`src/rtl/fifo_ctrl_pkg.sv`:
```
// Shared types and helpers for the FWFT FIFO pointer/flag controller.
package fifo_ctrl_pkg;

    typedef struct packed {
        logic full;
        logic empty;
        logic almost_full;
        logic almost_empty;
    } level_flags_t;

    localparam level_flags_t LEVEL_FLAGS_RST = '{
        full:         1'b0,
        empty:        1'b1,
        almost_full:  1'b0,
        almost_empty: 1'b1
    };

    // Occupancy-derived flags for a given count; evaluated on the next count so flags never lag.
    function automatic level_flags_t level_flags(
        input int unsigned cnt,
        input int unsigned depth,
        input int unsigned af,
        input int unsigned ae
    );
        level_flags_t f;
        f.full         = (cnt == depth);
        f.empty        = (cnt == 0);
        f.almost_full  = (cnt >= af);
        f.almost_empty = (cnt <= ae);
        return f;
    endfunction

endpackage

```
`src/rtl/fifo_ctrl.sv`:
```
// Pointer and flag controller turning a sync-write/async-read RAM into a first-word-fall-through FIFO.
module fifo_ctrl
    import fifo_ctrl_pkg::*;
#(
    parameter int unsigned addr_width = 3,
    parameter int unsigned af_level   = 6,
    parameter int unsigned ae_level   = 1
) (
    input  logic                  clk,
    input  logic                  reset,
    input  logic                  wr,
    input  logic                  rd,
    input  logic                  clr_err,
    output logic                  we,
    output logic [addr_width-1:0] w_addr,
    output logic [addr_width-1:0] r_addr,
    output logic [addr_width:0]   count,
    output logic                  full,
    output logic                  empty,
    output logic                  almost_full,
    output logic                  almost_empty,
    output logic                  overflow,
    output logic                  underflow
);

    localparam int unsigned DEPTH = 2 ** addr_width;
    localparam int unsigned CW    = addr_width + 1;

    logic [CW-1:0] w_ptr_q, w_ptr_d;
    logic [CW-1:0] r_ptr_q, r_ptr_d;
    logic [CW-1:0] count_q, count_d;
    level_flags_t  lvl_q, lvl_d;
    logic          ovf_q, ovf_d;
    logic          udf_q, udf_d;
    logic          push_ok;
    logic          pop_ok;

    // A push into a full FIFO is allowed when a pop frees the slot in the same cycle.
    always_comb begin
        push_ok = wr & (~lvl_q.full | rd);
        pop_ok  = rd & ~lvl_q.empty;
        w_ptr_d = w_ptr_q + CW'(push_ok);
        r_ptr_d = r_ptr_q + CW'(pop_ok);
        count_d = count_q + CW'(push_ok) - CW'(pop_ok);
        lvl_d   = level_flags(32'(count_d), DEPTH, af_level, ae_level);
        ovf_d   = (wr & lvl_q.full & ~rd) | (ovf_q & ~clr_err);
        udf_d   = (rd & lvl_q.empty) | (udf_q & ~clr_err);
    end

    always_ff @(posedge clk or posedge reset) begin
        if (reset) begin
            w_ptr_q <= '0;
            r_ptr_q <= '0;
            count_q <= '0;
            lvl_q   <= LEVEL_FLAGS_RST;
            ovf_q   <= 1'b0;
            udf_q   <= 1'b0;
        end else begin
            w_ptr_q <= w_ptr_d;
            r_ptr_q <= r_ptr_d;
            count_q <= count_d;
            lvl_q   <= lvl_d;
            ovf_q   <= ovf_d;
            udf_q   <= udf_d;
        end
    end

    assign we           = push_ok;
    assign w_addr       = w_ptr_q[addr_width-1:0];
    assign r_addr       = r_ptr_q[addr_width-1:0];
    assign count        = count_q;
    assign full         = lvl_q.full;
    assign empty        = lvl_q.empty;
    assign almost_full  = lvl_q.almost_full;
    assign almost_empty = lvl_q.almost_empty;
    assign overflow     = ovf_q;
    assign underflow    = udf_q;

endmodule

```
`config.mk`:
```
export PLATFORM = sky130hd
export DESIGN_NAME = fifo_ctrl
export DESIGN_NICKNAME = d
export VERILOG_FILES = /design/src/rtl/fifo_ctrl_pkg.sv /design/src/rtl/fifo_ctrl.sv
export SDC_FILE = /design/constraint.sdc
export NUM_CORES = 1
export LEC_CHECK = 0
export BUFFER_PORTS_ARGS = -buffer_cell sky130_fd_sc_hd__buf_4
export CAP_MARGIN = 20
export CORE_MARGIN = 3
export CORE_UTILIZATION = 40
export CTS_CLUSTER_DIAMETER = 200
export DETAILED_ROUTE_END_ITERATION = 12
export GPL_TIMING_DRIVEN = 0
export PLACE_DENSITY = 0.72
export SLEW_MARGIN = 20
export SYNTH_ARGS = -nofsm -noshare
export SYNTH_HDL_FRONTEND = slang
export SYNTH_SLANG_ARGS = --single-unit
```
`constraint.sdc`:
```
create_clock -name clk -period 4.9 [get_ports clk]
set_input_delay 0 -clock clk [delete_from_list [all_inputs] [get_ports clk]]
set_output_delay 0 -clock clk [all_outputs]
set_load 0.01 [all_outputs]
```
* Yosys cells after proc, flatten, opt, wreduce, memory -nomap -nowiden *
Index checks and enable logic that the tools add are counted.
W data, S select, Z words.

storage, ports and cells
  register bits after elaboration = 18

operators by class
  add/subtract/negate cells = 4
  order comparisons = 2
  equal/unequal tests = 1
  bitwise logic cells = 14
  reduce and logical (&&, ||, !) cells = 1

operators by type and width
  operator              count
  $add A4 B1 Y4         3
  $and A1 B1 Y1         7
  $eq A4 B4 Y1 const B  1
  $ge A4 B3 Y1 const B  1
  $le A4 B1 Y1 const B  1
  $logic_not A4 Y1      1
  $not A1 Y1            4
  $sub A4 B1 Y4         1
  $or A1 B1 Y1          3

* Longest topological paths before layout *
Gate-level depths: netlist of the first run.

  depth in word-level cells = 6
  depth in mapped cells = 9
  mapped depth without buffers = 9

* Worst setup path after synthesis of the first run *
No wires, ideal clock.

  path type = flip-flop to flip-flop
  start point = reg lvl_q (netlist bit empty)
  end point = reg lvl_q (netlist bit full)
  library setup time = 80 ps
  data arrival time = 2087 ps
  required time = 4820 ps
  slack = 2733 ps
  stages on the path, launching flop included = 9
  period minus slack after synthesis = 2167 ps
  path through = dfstp_2 > nor2_1 > ha_1 > inv_1 > ha_1 > fa_1 > xor2_1 > or3_4 > nor3_2

RTL lines
  what                      RTL line         RTL
  start: declaration        fifo_ctrl.sv:32  level_flags_t lvl_q, lvl_d;
  start signal: assignment  fifo_ctrl.sv:62  lvl_q <= lvl_d;

==> results of run 1 <==
[cells by family after synthesis]
kind of cell | Yosys count
adders and majority gates | 9
and+or+nand+nor | 9
buffers and inverters | 8
AOI/OAI and AO/OA | 10
xor gates and xnor gates | 5
DFF | 16
[power by group through the flow]
stage                     clock [mW]  combinational, mW  sequential, mW
final                         0.0637              0.358           0.227
after global routing          0.0731              0.408           0.235
after CTS                     0.0680              0.364           0.228
after detailed placement           0              0.359           0.231
after global placement             0              0.353           0.229
after floorplan                    0              0.207           0.253
[through the flow]
step                      cells  total power [mW]
after floorplan              57             0.460
after global placement      102             0.582
after detailed placement    102             0.589
after CTS                   108             0.660
after global routing        108             0.717
final                       108             0.648
[repair_timing]
action / 4_1_cts / 5_1_grt
endpoints found under the hold margin: 16 / 0
hold buffers: 3 / 0
setup buffers: 0 / 0
[path summary, 6_finish.rpt]
path                                  from    endpoint  slack [ps]  cells past startpoint
max in group asynchronous            reset    count[2]        4170                      3
worst max-delay path                 empty        full        2660                      7
worst min register to register  w_ptr_q[2]  w_ptr_q[2]         470                      1
worst min-delay path               clr_err   underflow          50                      3
worst max register to register       empty        full        2660                      7
min in group asynchronous            reset  w_ptr_q[2]         350                      3
[metal layers]
layer	vias up	wire [um]	track usage (%)
met5	-	0	0
met4	0	9	5.69
met3	2	94	4.91
met2	15	592	21.8
met1	238	502	13.1
li1	251	-	-
[cells in the final DEF (no fill, tap or decap)]
| master | count |
|---|---|
| nand2_1 | 1 |
| dfstp_2 | 2 |
| nor2_1 | 2 |
| o21ai_1 | 1 |
| clkbuf_4 | 3 |
| or3_4 | 1 |
| xnor2_1 | 1 |
| o21ai_0 | 1 |
| fa_1 | 1 |
| a22o_1 | 1 |
| buf_4 | 21 |
| xor2_1 | 4 |
| a21boi_0 | 1 |
| inv_1 | 8 |
| nor3_1 | 1 |
| a32o_1 | 1 |
| nor3_2 | 1 |
| a21oi_1 | 2 |
| nand3_1 | 2 |
| a21oi_2 | 1 |
| and3_1 | 1 |
| dlygate4sd3_1 | 3 |
| a21o_1 | 1 |
| dfrtp_1 | 14 |
| ha_1 | 8 |
| a211oi_1 | 1 |
[flip-flops by register name, indices dropped and copies added, names as in the netlist]
name,cells
count,4
r_ptr_q,3
w_ptr_q,3
almost_empty,1
almost_full,1
empty,1
full,1
overflow,1
underflow,1
[cell type report]
type / instances / share of cell area (%)
Clock buffer: 3 / 2.34
Inverter: 8 / 3.12
Multi-Input combinational cell: 33 / 29.9
Sequential cell: 16 / 41.9
Tap cell: 24 / 3.12
Timing Repair Buffer: 24 / 19.5
[tightest hold or removal path, stage by stage]
cell,delay (ps)
buf_4,110
inv_1,60
a22o_1,120
==> impl_results.md, run 1 <==
- Detailed Route Iter0 Violations: 7
- Crit-path cells: nor2_1, ha_1, inv_1, ha_1, fa_1, or3_4, nor3_2
- Tcrit/Tclk final: ~46%
- Number of buffers created by CTS: 3
- Total gr overflow: 0
- Routed WL per cell: 11.1 um
- Final HPWL DP: 963 um
- Slowest CP cell: dfstp_2
- Cell Area, Synth: 721 sq um
- Largest net degree at the start of global routing: 17
- Fin worst setup slack: 2660 ps
- Die area: roughly 2300 sq um
- CP Buf/Inv Count: 1
- Area leader, netlist: dfrtp_1
- Vias per inst: around 4.7
- Post-synthesis sequential area ratio: ~56%
- Critical Path End Type: flop
- Sink Count: 16
- CP most frequent cell: ha_1
- Part of the power in the clock network: under 10%
- CTS tree: yes
- Syn nets: 71
- Worst EP arrival: between 2000 and 2500 ps
- Max IR drop VDD: between 0.0003 and 0.0004 V
- Fin Hold WS: 52.7 ps
- Required @ worst endpoint: between 5000 and 6000 ps
- Ranking of synthesized cells by area: dfrtp_1 49%, ha_1 14%, dfstp_2 7.3%
- Final nets: 100
- Normalized max-slew margin: roughly 61%
- Status: finished clean
- Crit path largest cell delay: approximately 550 ps
- # DRC: 0
- Global-route wire length before repair: 2280 um
- Simple-Gate Fraction of Synth Area: under 10%
- Clock Pin Slew Worst Setup and Hold Paths: ~80 ps
- Final slew viol count: 0
- Final ANT Viol Nets: 0
- Startpoint types: flop
- Initial antenna violation count: 0
- Multi-input logic area: between 200 and 300 sq um
- Fin area: 961 sq um
- Worst Hold Class: in2reg
- GRT Overall Usage: roughly 12%
- Core Region: about 1600 sq um
- Synth Area in Compound Gates: 9.72%
- Root Buffer: clkbuf_4
- Area Growth Syn to Fin: 33.3%
- Combinational Power Share: 55.2%
- Ant diodes: 0
- PwrDens: 675 nW/um^2
- Skew-Pair Late Insertion Delay: roughly 270 ps
- Die Y: 48.4 um
- Vias in the first global route: roughly 570
- Initial Utilization: between 40% and 50%
- Post-synthesis xor/xnor area fraction: under 10%
- Dpl ws: approximately 2700 ps
- Routed vias: a little over 500
- Gpl congestion: 0.726
- Setup TNS: 0 ps
- Share of synthesized registers carrying an async set or reset: 100%
- Row count: 14
- Storage cell area: slightly above 400 sq um
- H-tree Lvls: 1
- Top delay family on crit path: adder cells
- RSZ-0062 raised after global routing: false
- Share of cells above drive strength 1: between 30% and 40%
- Clock buffer depth: 2
- Mean post-synth cell area: about 13 sq um
- Sequential power share: around a third
- P_leak: around 0.50 nW
- Maximum clock rate: between 0.4 and 0.5 GHz
- Synth Register Bits: 16
- MaxCap Viol Count: 0
- Critical path type: reg2reg
- Post-Synthesis Cells: 57
- Synth top area share: around half
- Crit Path Max Fanout: 4
- Die width: 48.4 um
- Int Power: 389 uW
- Tmin final: 2240 ps
- Synth Area in Adders: approximately 17%
- Cell Area, Placed: between 900 and 1000 sq um
- # IOs: 22
- Post-synth EDFFs: 0
- Worst-Margin Slew: 590 ps
- Final setup fails: 0
- Filler instances: between 100 and 150
- IO buf count: 21
- Most common cell in the synthesized netlist: dfrtp_1
- Clock skew: 1.52 ps
- Sw frac: roughly 40%
- Final wirelength: between 1000 and 1500 um
- Fin util: about 60%
- Post-synth top cells: 14 x dfrtp_1, 8 x ha_1, 8 x inv_1
- Top FF cell, synth: dfrtp_1
- CTS resizes: 0
- Net Sw Power: roughly 260 uW
- Multiplexer area fraction after synthesis: 0%
- Largest family of logic cells by synthesized area: adder cells
- Yosys cell types: 23
- Yosys Warn Count: 0
- Final Hold Viols: 0
- Drt pass-1 iters: 4
Power figures use the tool's default switching activity.
==> run 2: changes to the inputs <==
--- a/config.mk
+++ b/config.mk
@@ -12,7 +12,7 @@
 export CTS_CLUSTER_DIAMETER = 200
 export DETAILED_ROUTE_END_ITERATION = 12
 export GPL_TIMING_DRIVEN = 0
-export PLACE_DENSITY = 0.72
+export PLACE_DENSITY = 0.74
 export SLEW_MARGIN = 20
 export SYNTH_ARGS = -nofsm -noshare
 export SYNTH_HDL_FRONTEND = slang
==> constraint.sdc (replaced) <==
create_clock -name clk -period 1.8 [get_ports clk]
set_input_delay 0 -clock clk [delete_from_list [all_inputs] [get_ports clk]]
set_output_delay 0 -clock clk [all_outputs]
set_load 0.01 [all_outputs]
==> impl_results.md, run 2 (same netlist as run 1, synthesis figures left out) <==
- Largest net degree at the start of global routing: 17
- Required @ worst endpoint: about 2000 ps
- Setup TNS: -1010 ps
- Filler instances: about 110
- H-tree Lvls: 1
- Vias in the first global route: about 510
- Final HPWL DP: ~1000 um
- Initial Utilization: 45.2%
- Crit path largest cell delay: between 500 and 600 ps
- Status: complete, but fails checks
- Cell Area, Placed: between 900 and 1000 sq um
- Critical Path End Type: flop
- Final Hold Viols: 0
- GRT Overall Usage: 12.6%
- CTS tree: yes
- Tcrit/Tclk final: 116%
- Clock skew: 2.03 ps
- Max IR drop VDD: 0.00123 V
- Fin worst setup slack: -293 ps
- Crit-path cells: nor2_4, ha_4, inv_2, ha_4, fa_2, xor2_2, or3_4, nor3_2
- Part of the power in the clock network: just over 8%
- Core Region: around 1600 sq um
- CP most frequent cell: ha_4
- Die width: roughly 48 um
- Routed WL per cell: 13.4 um
- Final setup fails: 6
- Total gr overflow: 0
- Sequential power share: between 20 and 30%
- Sink Count: 16
- Tmin final: between 2000 and 2500 ps
- FF-to-FF setup slack: -290 ps
- Routed vias: approximately 530
- Maximum clock rate: ~0.48 GHz
- Sw frac: 41.0%
- Int Power: around 1.3 mW
- Drt pass-1 iters: 1
- Clock buffer depth: 2
- Largest register FFs: 4
- Row count: 14
- Leading cell type in the layout, fill and taps excluded: buf_4
- PwrDens: 1990 nW/um^2
- Critical path type: reg2reg
- Cell depth of the worst flop-to-flop path: 8
- # IOs: 22
- Final wirelength: ~1500 um
- Die Y: about 48 um
- Number of buffers created by CTS: 3
- Skew-Pair Late Insertion Delay: between 200 and 300 ps
- Normalized max-slew margin: between 50% and 60%
- Final slew viol count: 0
- Tot Pwr: around 2.2 mW
- Vias per inst: 4.59
- Commonest non-fill, non-tap cells in the layout: 26 x buf_4, 14 x dfrtp_1, 7 x inv_1
- RSZ-0062 raised after global routing: true
- Worst EP arrival: around 2300 ps
- Worst Hold Class: in2reg
- Combinational Power Share: ~63%
- Net Sw Power: just under 900 uW
- Root Buffer: clkbuf_4
- Initial antenna violation count: 0
- Gpl congestion: just over 0.8
- Slowest CP cell: dfstp_2
- Ant diodes: 0
- Hold Path Cell Cnt: 3
- Crit Path Max Fanout: 2
- Fin area: ~1100 sq um
- Final ANT Viol Nets: 0
- IO buf count: 21
- Clock Pin Slew Worst Setup and Hold Paths: approximately 80 ps
- Startpoint types: flop
- Die area: 2350 sq um
- # DRC: 0
- Worst-Margin Slew: around 600 ps
- Share of cells above drive strength 1: about half
- P_leak: 0.538 nW
- Area Growth Syn to Fin: 50.9%
- Detailed Route Iter0 Violations: 0
- Violated checks: setup timing
- MaxCap Viol Count: 0
- Global-route wire length before repair: around 2300 um
- Final nets: about 110
-- run 2: metrics by stage --
step	hold slack [ps]	worst slack [ps]	std cells	util, %
floorplan	-87.7	-314	57	-
global placement	95.7	-362	102	57.5
detailed placement	109	-392	102	57.5
CTS	34.3	-304	112	63.7
global route	35.2	-385	115	68.2
finish	42.6	-293	115	68.2
-- run 2: critical path: cells and delay by family, from the launching register on --
kind | cells | cell delay, ps
flops | 1 | 560
simple gates | 3 | 500
fa+ha+maj | 3 | 760
xor+xnor | 1 | 170
buf+inv | 1 | 40
-- run 2: what timing repair did --
action,in CTS,in global routing
setup buffers,4,4
hold buffers,3,0
pin swaps,3,2
endpoints found under the hold margin,16,0
endpoints found under the setup margin,6,7
gates resized for setup,3,11
-- run 2: per-layer routing --
layer | global-route usage [%] | wire length (um) | vias to the layer above
met2 | 21.6 | 810 | 18
met1 | 14.9 | 632 | 249
met3 | 5.83 | 98 | 0
met5 | 0 | 0 | -
li1 | - | - | 261
met4 | 1.42 | 0 | 0
-- run 2: layout make-up --
cell class                 count  area, sq um  share of cell area [%]
sequential                    16          403                    37.1
clock buffer                   3         22.5                    2.07
tap                           24         30.0                    2.76
multi-input combinational     33          354                    32.6
timing repair buffer          31          248                    22.8
inverter                       8         30.0                    2.76
-- run 2: power by group through the flow --
stage	Clock [mW]	Sequential (mW)	Combinational, mW
finish	0.178	0.624	1.36
global route	0.200	0.639	1.49
CTS	0.188	0.622	1.19
detailed placement	0	0.629	1.01
global placement	0	0.622	0.974
floorplan	0	0.690	0.574
-- run 2: worst paths after layout --
| kind | from | to |
|---|---|---|
| min in group asynchronous | reset | w_ptr_q[0] |
| setup / recovery | empty | full |
| hold reg to reg | w_ptr_q[2] | w_ptr_q[2] |
| max in group asynchronous | reset | r_ptr_q[2] |
| setup reg to reg | empty | full |
| hold / removal | clr_err | overflow |
